File: src/rtl/imem_stream_loader.sv
`default_nettype none
// ============================================================================
// Module      : imem_stream_loader
// Description : Writer side of the instruction-memory interface. Takes a
//               byte stream over a valid/ready handshake, assembles
//               big-endian 32-bit words and writes them to consecutive
//               instruction-memory word addresses. The processor core is
//               held in reset while loading and released when done.
//
//               Stream format: 4-byte header N (word count), then N
//               words of 4 bytes each. With CHECKSUM_EN, 4 more bytes C
//               follow; C must equal the 32-bit wrap-around sum of N and
//               all N words.
//
// Optional    : `define CHECKSUM_EN enables the trailing checksum check.
//
// Ports       : clk        - system clock, rising edge
//               rst        - synchronous reset, active low
//               in_data    - stream byte
//               in_valid   - in_data valid
//               in_ready   - loader can accept a byte
//               reload     - single-cycle restart request (RUN only)
//               imem_we    - instruction-memory write enable (1-cycle pulse)
//               imem_addr  - word address of the write
//               imem_wdata - instruction word being written
//               cpu_hold   - active-high hold-in-reset to the core
//               done       - program loaded, core running
//               error      - load aborted
//               word_cnt   - words written in the current load
//
// Revision    : 1.0 - initial release
// ============================================================================
module imem_stream_loader #(
  parameter int ADDR_W    = 8,
  parameter int MAX_WORDS = 256
) (
  input  logic              clk,
  input  logic              rst,
  input  logic [7:0]        in_data,
  input  logic              in_valid,
  output logic              in_ready,
  input  logic              reload,
  output logic              imem_we,
  output logic [ADDR_W-1:0] imem_addr,
  output logic [31:0]       imem_wdata,
  output logic              cpu_hold,
  output logic              done,
  output logic              error,
  output logic [ADDR_W:0]   word_cnt
);

  localparam logic [31:0] c_max_words = 32'(MAX_WORDS);

  typedef enum logic [2:0] {
    S_HDR  = 3'd0,
    S_LOAD = 3'd1,
    S_RUN  = 3'd2,
`ifdef CHECKSUM_EN
    S_CHK  = 3'd4,
`endif
    S_ERR  = 3'd3
  } state_e;

  state_e            state_q, state_d;
  logic [1:0]        lane_q, lane_d;      // byte position within current word
  logic [23:0]       asm_q, asm_d;        // first three bytes of current word
  logic [ADDR_W:0]   n_q, n_d;            // header word count
  logic              we_q, we_d;
  logic [ADDR_W-1:0] addr_q, addr_d;
  logic [31:0]       wdata_q, wdata_d;
  logic [ADDR_W:0]   cnt_q, cnt_d;
`ifdef CHECKSUM_EN
  logic [31:0]       sum_q, sum_d;
`endif

  logic              w_ready;
  logic              w_accept;
  logic              w_last;
  logic [31:0]       w_word;
  logic [ADDR_W:0]   w_cnt_inc;

  // Ready depends only on state and reset, never on in_valid.
  assign w_ready   = rst && ((state_q == S_HDR) || (state_q == S_LOAD)
`ifdef CHECKSUM_EN
                             || (state_q == S_CHK)
`endif
                            );
  assign in_ready  = w_ready;
  assign w_accept  = in_valid && w_ready;
  assign w_last    = (lane_q == 2'd3);
  // Word as it stands once the byte on in_data is taken as the last lane.
  assign w_word    = {asm_q, in_data};
  assign w_cnt_inc = cnt_q + 1'b1;

  always_comb begin
    state_d  = state_q;
    lane_d   = lane_q;
    asm_d    = asm_q;
    n_d      = n_q;
    we_d     = 1'b0;
    addr_d   = addr_q;
    wdata_d  = wdata_q;
    cnt_d    = cnt_q;
`ifdef CHECKSUM_EN
    sum_d    = sum_q;
`endif
    cpu_hold = 1'b1;
    done     = 1'b0;
    error    = 1'b0;

    case (state_q)
      S_HDR: begin
        if (w_accept) begin
          asm_d  = w_word[23:0];
          lane_d = lane_q + 2'd1;
          if (w_last) begin
`ifdef CHECKSUM_EN
            sum_d = w_word;
`endif
            if (w_word == 32'd0) begin
`ifdef CHECKSUM_EN
              state_d = S_CHK;
`else
              state_d = S_RUN;
`endif
            end else if (w_word > c_max_words) begin
              state_d = S_ERR;
            end else begin
              n_d     = w_word[ADDR_W:0];
              state_d = S_LOAD;
            end
          end
        end
      end

      S_LOAD: begin
        if (cnt_q == n_q) begin
          // Cycle of the final write pulse: the core stays held for this
          // cycle and is released on the next. A byte offered here is
          // beyond the program and is dropped.
          state_d = S_RUN;
        end else if (w_accept) begin
          asm_d  = w_word[23:0];
          lane_d = lane_q + 2'd1;
          if (w_last) begin
            we_d    = 1'b1;
            addr_d  = cnt_q[ADDR_W-1:0];
            wdata_d = w_word;
            cnt_d   = w_cnt_inc;
`ifdef CHECKSUM_EN
            sum_d   = sum_q + w_word;
            // Checksum bytes may arrive while the last write is in flight.
            if (w_cnt_inc == n_q) begin
              state_d = S_CHK;
            end
`endif
          end
        end
      end

`ifdef CHECKSUM_EN
      S_CHK: begin
        if (w_accept) begin
          asm_d  = w_word[23:0];
          lane_d = lane_q + 2'd1;
          if (w_last) begin
            state_d = (w_word == sum_q) ? S_RUN : S_ERR;
          end
        end
      end
`endif

      S_RUN: begin
        cpu_hold = 1'b0;
        done     = 1'b1;
        if (reload) begin
          state_d = S_HDR;
          cnt_d   = '0;
          lane_d  = 2'd0;
          asm_d   = '0;
        end
      end

      S_ERR: begin
        error = 1'b1;
      end

      default: begin
        state_d = S_HDR;
      end
    endcase

    // Hold the core and mask status while reset is asserted.
    if (!rst) begin
      cpu_hold = 1'b1;
      done     = 1'b0;
      error    = 1'b0;
    end
  end

  always_ff @(posedge clk) begin
    if (!rst) begin
      state_q <= S_HDR;
      lane_q  <= 2'd0;
      asm_q   <= '0;
      n_q     <= '0;
      we_q    <= 1'b0;
      addr_q  <= '0;
      wdata_q <= '0;
      cnt_q   <= '0;
`ifdef CHECKSUM_EN
      sum_q   <= '0;
`endif
    end else begin
      state_q <= state_d;
      lane_q  <= lane_d;
      asm_q   <= asm_d;
      n_q     <= n_d;
      we_q    <= we_d;
      addr_q  <= addr_d;
      wdata_q <= wdata_d;
      cnt_q   <= cnt_d;
`ifdef CHECKSUM_EN
      sum_q   <= sum_d;
`endif
    end
  end

  assign imem_we    = we_q;
  assign imem_addr  = addr_q;
  assign imem_wdata = wdata_q;
  assign word_cnt   = cnt_q;

endmodule
`default_nettype wire

File: config.mk
export PLATFORM = sky130hd
export DESIGN_NAME = imem_stream_loader
export DESIGN_NICKNAME = d
export VERILOG_FILES = /design/src/rtl/imem_stream_loader.sv
export SDC_FILE = /design/constraint.sdc
export NUM_CORES = 1
export LEC_CHECK = 0
export CAP_MARGIN = 20
export CORE_ASPECT_RATIO = 0.7
export CORE_MARGIN = 4
export CORE_UTILIZATION = 52
export CTS_BUF_LIST = sky130_fd_sc_hd__clkbuf_8 sky130_fd_sc_hd__clkbuf_16
export DETAILED_ROUTE_END_ITERATION = 6
export MAX_ROUTING_LAYER = met4
export PLACE_DENSITY = 0.81
export SLEW_MARGIN = 40
export SYNTH_ARGS = -nofsm -noshare
export SYNTH_HDL_FRONTEND = slang
export SYNTH_SLANG_ARGS = --single-unit
File: constraint.sdc
create_clock -name clk -period 2.95 [get_ports clk]
set_input_delay 0.885 -clock clk [delete_from_list [all_inputs] [get_ports clk]]
set_output_delay 0.885 -clock clk [all_outputs]
set_load 0.1 [all_outputs]
==> out/qor.txt <==
================================================================================
Share of async-settable or async-resettable flops after synthesis             0%
Number of cell instances on the worst register-to-register path                7
Peak clock frequency supported by timing                              0.3797 GHz
Max cap viols                                                                  0
Cell area power density                                             516.5 nW/um^2
Via count                                                                   3130
Area leader, netlist                                                sky130_fd_sc_hd__dfxtp_1
Crit Reg-Reg Startpoint                                              word_cnt[1]
Worst Path Max Fanout                                                         10
All-layer global routing usage                                            21.63%
Layout Skew                                                           0.01202 ns
Wire per inst                                                           14.38 um
Number of rows in the core area                                               24
Clock tree from TritonCTS                                                   done
Layout overhead on the synthesized area                                   24.31%
Result of the run                                                   complete, no violations
Ranking of synthesized cells by instance count                      sky130_fd_sc_hd__nand2_1 (161), sky130_fd_sc_hd__dfxtp_1 (87), sky130_fd_sc_hd__a21oi_1 (46), sky130_fd_sc_hd__mux2i_1 (36), sky130_fd_sc_hd__clkbuf_1 (15)
Hold violation total from the final report                                     0
Source of the worst hold timing path                                imem_wdata[6]
Post-synth EDFFs                                                               0
Routability Congestion                                                    0.8621
Sinks on Clock Net                                                            87
Top cells by area, synth                                            sky130_fd_sc_hd__dfxtp_1 (50%), sky130_fd_sc_hd__nand2_1 (17%), sky130_fd_sc_hd__mux2i_1 (10%)
Detailed-route wire length                                               8371 um
Later-pin clock latency in the skew report                               0.36 ns
Synth top area share                                                      49.56%
Hold-fix buffer count after cts                                                0
# setup viols final                                                            0
Worst hold margin                                                      0.4568 ns
Type of destination of the critical path                            primary output
Netlist area before placement                                         3515 sq um
Cell chosen for the clock root                                      sky130_fd_sc_hd__clkbuf_8
Yosys warning count                                                            0
Worst hold path stage count                                                    2
Worst reg2reg setup slack                                                0.84 ns
Core Box Area                                                         6396 sq um
Initial Utilization                                                       54.95%
Period Utilization, post-route                                            89.27%
Initial antenna violation count                                                0
Kind of critical path                                                 reg -> out
Worst endpoint required time                                             2.07 ns
Number of unique standard cell types used by synthesis                        35
# DRC                                                                          0
First-iteration detailed-routing DRC count                                   244
Die area                                                              8159 sq um
TNS Setup                                                                   0 ns
RSZ-0062 raised after global routing                                          no
Iteration count of the initial detailed-routing pass                           5
Maximum count of clock buffers along a single path                             2
Final HPWL DP                                                            5944 um
Routed vias/inst                                                           5.378
Input/output buffers                                                          65
Nets                                                                         500
Avg Synthesized Cell Area                                            8.250 sq um
Maximum level of the CTS H-tree                                                3
Net count after synthesis                                                    440
Count of buffers added by post-CTS timing repair for setup                     0
Aggregate global routing overflow                                              0
Ports                                                                         66
Leakage                                                                 1.922 nW
Max Slew Vio Count                                                             0
Flip-flop cell with the highest count after synthesis               sky130_fd_sc_hd__dfxtp_1
Worst R2R End                                                          asm_q[21]
Cts repair resizes                                                             0
Min-delay worst type                                                  reg -> reg
Minimum period implied by the final worst setup slack                   2.633 ns
Count of state elements after synthesis                                       87
Slew at the pin with the worst max-slew slack                          0.8147 ns
Dominant cell by count in the synthesized netlist                   sky130_fd_sc_hd__nand2_1
Vias in the first global route                                              2889
Arrival time of data at the critical path endpoint                       1.75 ns
Antenna Cells                                                                  0
Die Y                                                                   76.79 um
Clock-pin slew on the worst setup and hold paths                         0.09 ns
Cells after synthesis                                                        426
Pin count of the biggest net entering global routing                          47
Max_slew headroom                                                         45.56%
Filler Cell Count                                                            555
Worst setup SP type                                                         flop
Inserted Clock Buffers                                                         9
Maximum resistive drop on vdd                                        0.0002788 V
Seq/Total Area, Yosys                                                     49.56%
First-pass GRT wire length                                              13850 um
Share of cells above drive strength 1                                     18.13%
Die width                                                               106.3 um
Hold Path End                                                       imem_wdata[6]
Number of nets with antenna violations after routing                           0
================================================================================
==> how the worst max path moves through the flow <==
stage               startpoint  slack, ns     endpoint  depth (start not counted)
floorplan                  rst      -0.03         done                          5
global placement      in_valid       0.18  word_cnt[5]                          7
detailed placement    in_valid       0.12  word_cnt[5]                          7
CTS                 state_q[1]       0.30         done                          4
global route        state_q[1]       0.25         done                          4
finish              state_q[1]       0.32         done                          4
==> kinds of logic after synthesis <==
logic type               count (synthesis)  share of synthesized area, %
adder cells (fa/ha/maj)                  2                        0.7119
AND/OR/NAND/NOR                        200                         23.82
flip-flops                              87                         49.55
buffers and inverters                   31                         4.058
multiplexers                            36                         10.25
AO/OA/AOI/OAI                           60                         9.114
XOR/XNOR                                10                         2.492
==> area by class of cell <==
type / instances / area, sq um / share of cell area [%]
Timing Repair Buffer: 76 / 643.1 / 14.72
Multi-Input combinational cell: 308 / 1655 / 37.89
Clock buffer: 9 / 123.9 / 2.835
Clock inverter: 7 / 72.57 / 1.661
Inverter: 4 / 18.77 / 0.4296
Tap cell: 91 / 113.9 / 2.606
Sequential cell: 87 / 1742 / 39.86
==> worst max-delay path, cell delays in order (launching register included) <==
cell                         delay [ns]
sky130_fd_sc_hd__dfxtp_1           0.52
sky130_fd_sc_hd__nor2b_1           0.51
sky130_fd_sc_hd__nand2_8           0.09
sky130_fd_sc_hd__clkinvlp_4        0.10
sky130_fd_sc_hd__buf_12            0.16
==> metrics by stage <==
step	power, mW	utilization (%)	setup slack [ns]	cell area, sq um	cells
after floorplan	1.392	-	-0.03104	3545	426
after global placement	1.448	65.24	0.1775	4173	566
after detailed placement	1.454	65.24	0.1246	4173	566
after CTS	2.269	68.31	0.2990	4369	582
after global routing	2.338	68.31	0.2465	4369	582
final	2.257	68.31	0.3166	4369	582
==> flip-flops by register name, summed over array words and instances (netlist names) <==
register    cells
asm_q          24
imem_wdata     32
imem_we         1
n_q             9
word_cnt        9
lane_q          2
imem_addr       8
state_q         2
==> layer usage <==
metal,GRT usage (%),part of all wire (%)
met5,-,0
met2,32.05,44
met1,28.99,48
met4,6.339,1.4
met3,5.956,6.8
==> cell usage in the layout, fill, tap and decap left out, types with 2 or more instances in the layout <==
| master | n |
|---|---|
| sky130_fd_sc_hd__a21oi_1 | 46 |
| sky130_fd_sc_hd__and3_1 | 2 |
| sky130_fd_sc_hd__buf_12 | 4 |
| sky130_fd_sc_hd__buf_4 | 61 |
| sky130_fd_sc_hd__clkbuf_8 | 9 |
| sky130_fd_sc_hd__clkdlybuf4s50_1 | 10 |
| sky130_fd_sc_hd__clkinvlp_4 | 2 |
| sky130_fd_sc_hd__dfxtp_1 | 87 |
| sky130_fd_sc_hd__ha_1 | 2 |
| sky130_fd_sc_hd__inv_1 | 2 |
| sky130_fd_sc_hd__inv_6 | 2 |
| sky130_fd_sc_hd__mux2i_1 | 36 |
| sky130_fd_sc_hd__nand2_1 | 160 |
| sky130_fd_sc_hd__nand4_1 | 7 |
| sky130_fd_sc_hd__nor2_1 | 4 |
| sky130_fd_sc_hd__nor3_1 | 2 |
| sky130_fd_sc_hd__nor4_1 | 9 |
| sky130_fd_sc_hd__o21ai_0 | 7 |
| sky130_fd_sc_hd__o31ai_1 | 3 |
| sky130_fd_sc_hd__or3_1 | 5 |
| sky130_fd_sc_hd__xor2_1 | 10 |
==> power by group <==
| part | leakage, nW | switching [mW] | internal, mW | total [mW] |
|---|---|---|---|---|
| logic | 1.12 | 0.109 | 0.0754 | 0.185 |
| clock network | 0.101 | 0.434 | 0.394 | 0.828 |
| registers | 0.704 | 0.0367 | 1.21 | 1.24 |
| total | 1.92 | 0.580 | 1.68 | 2.26 |
Power figures use the tool's default switching activity.
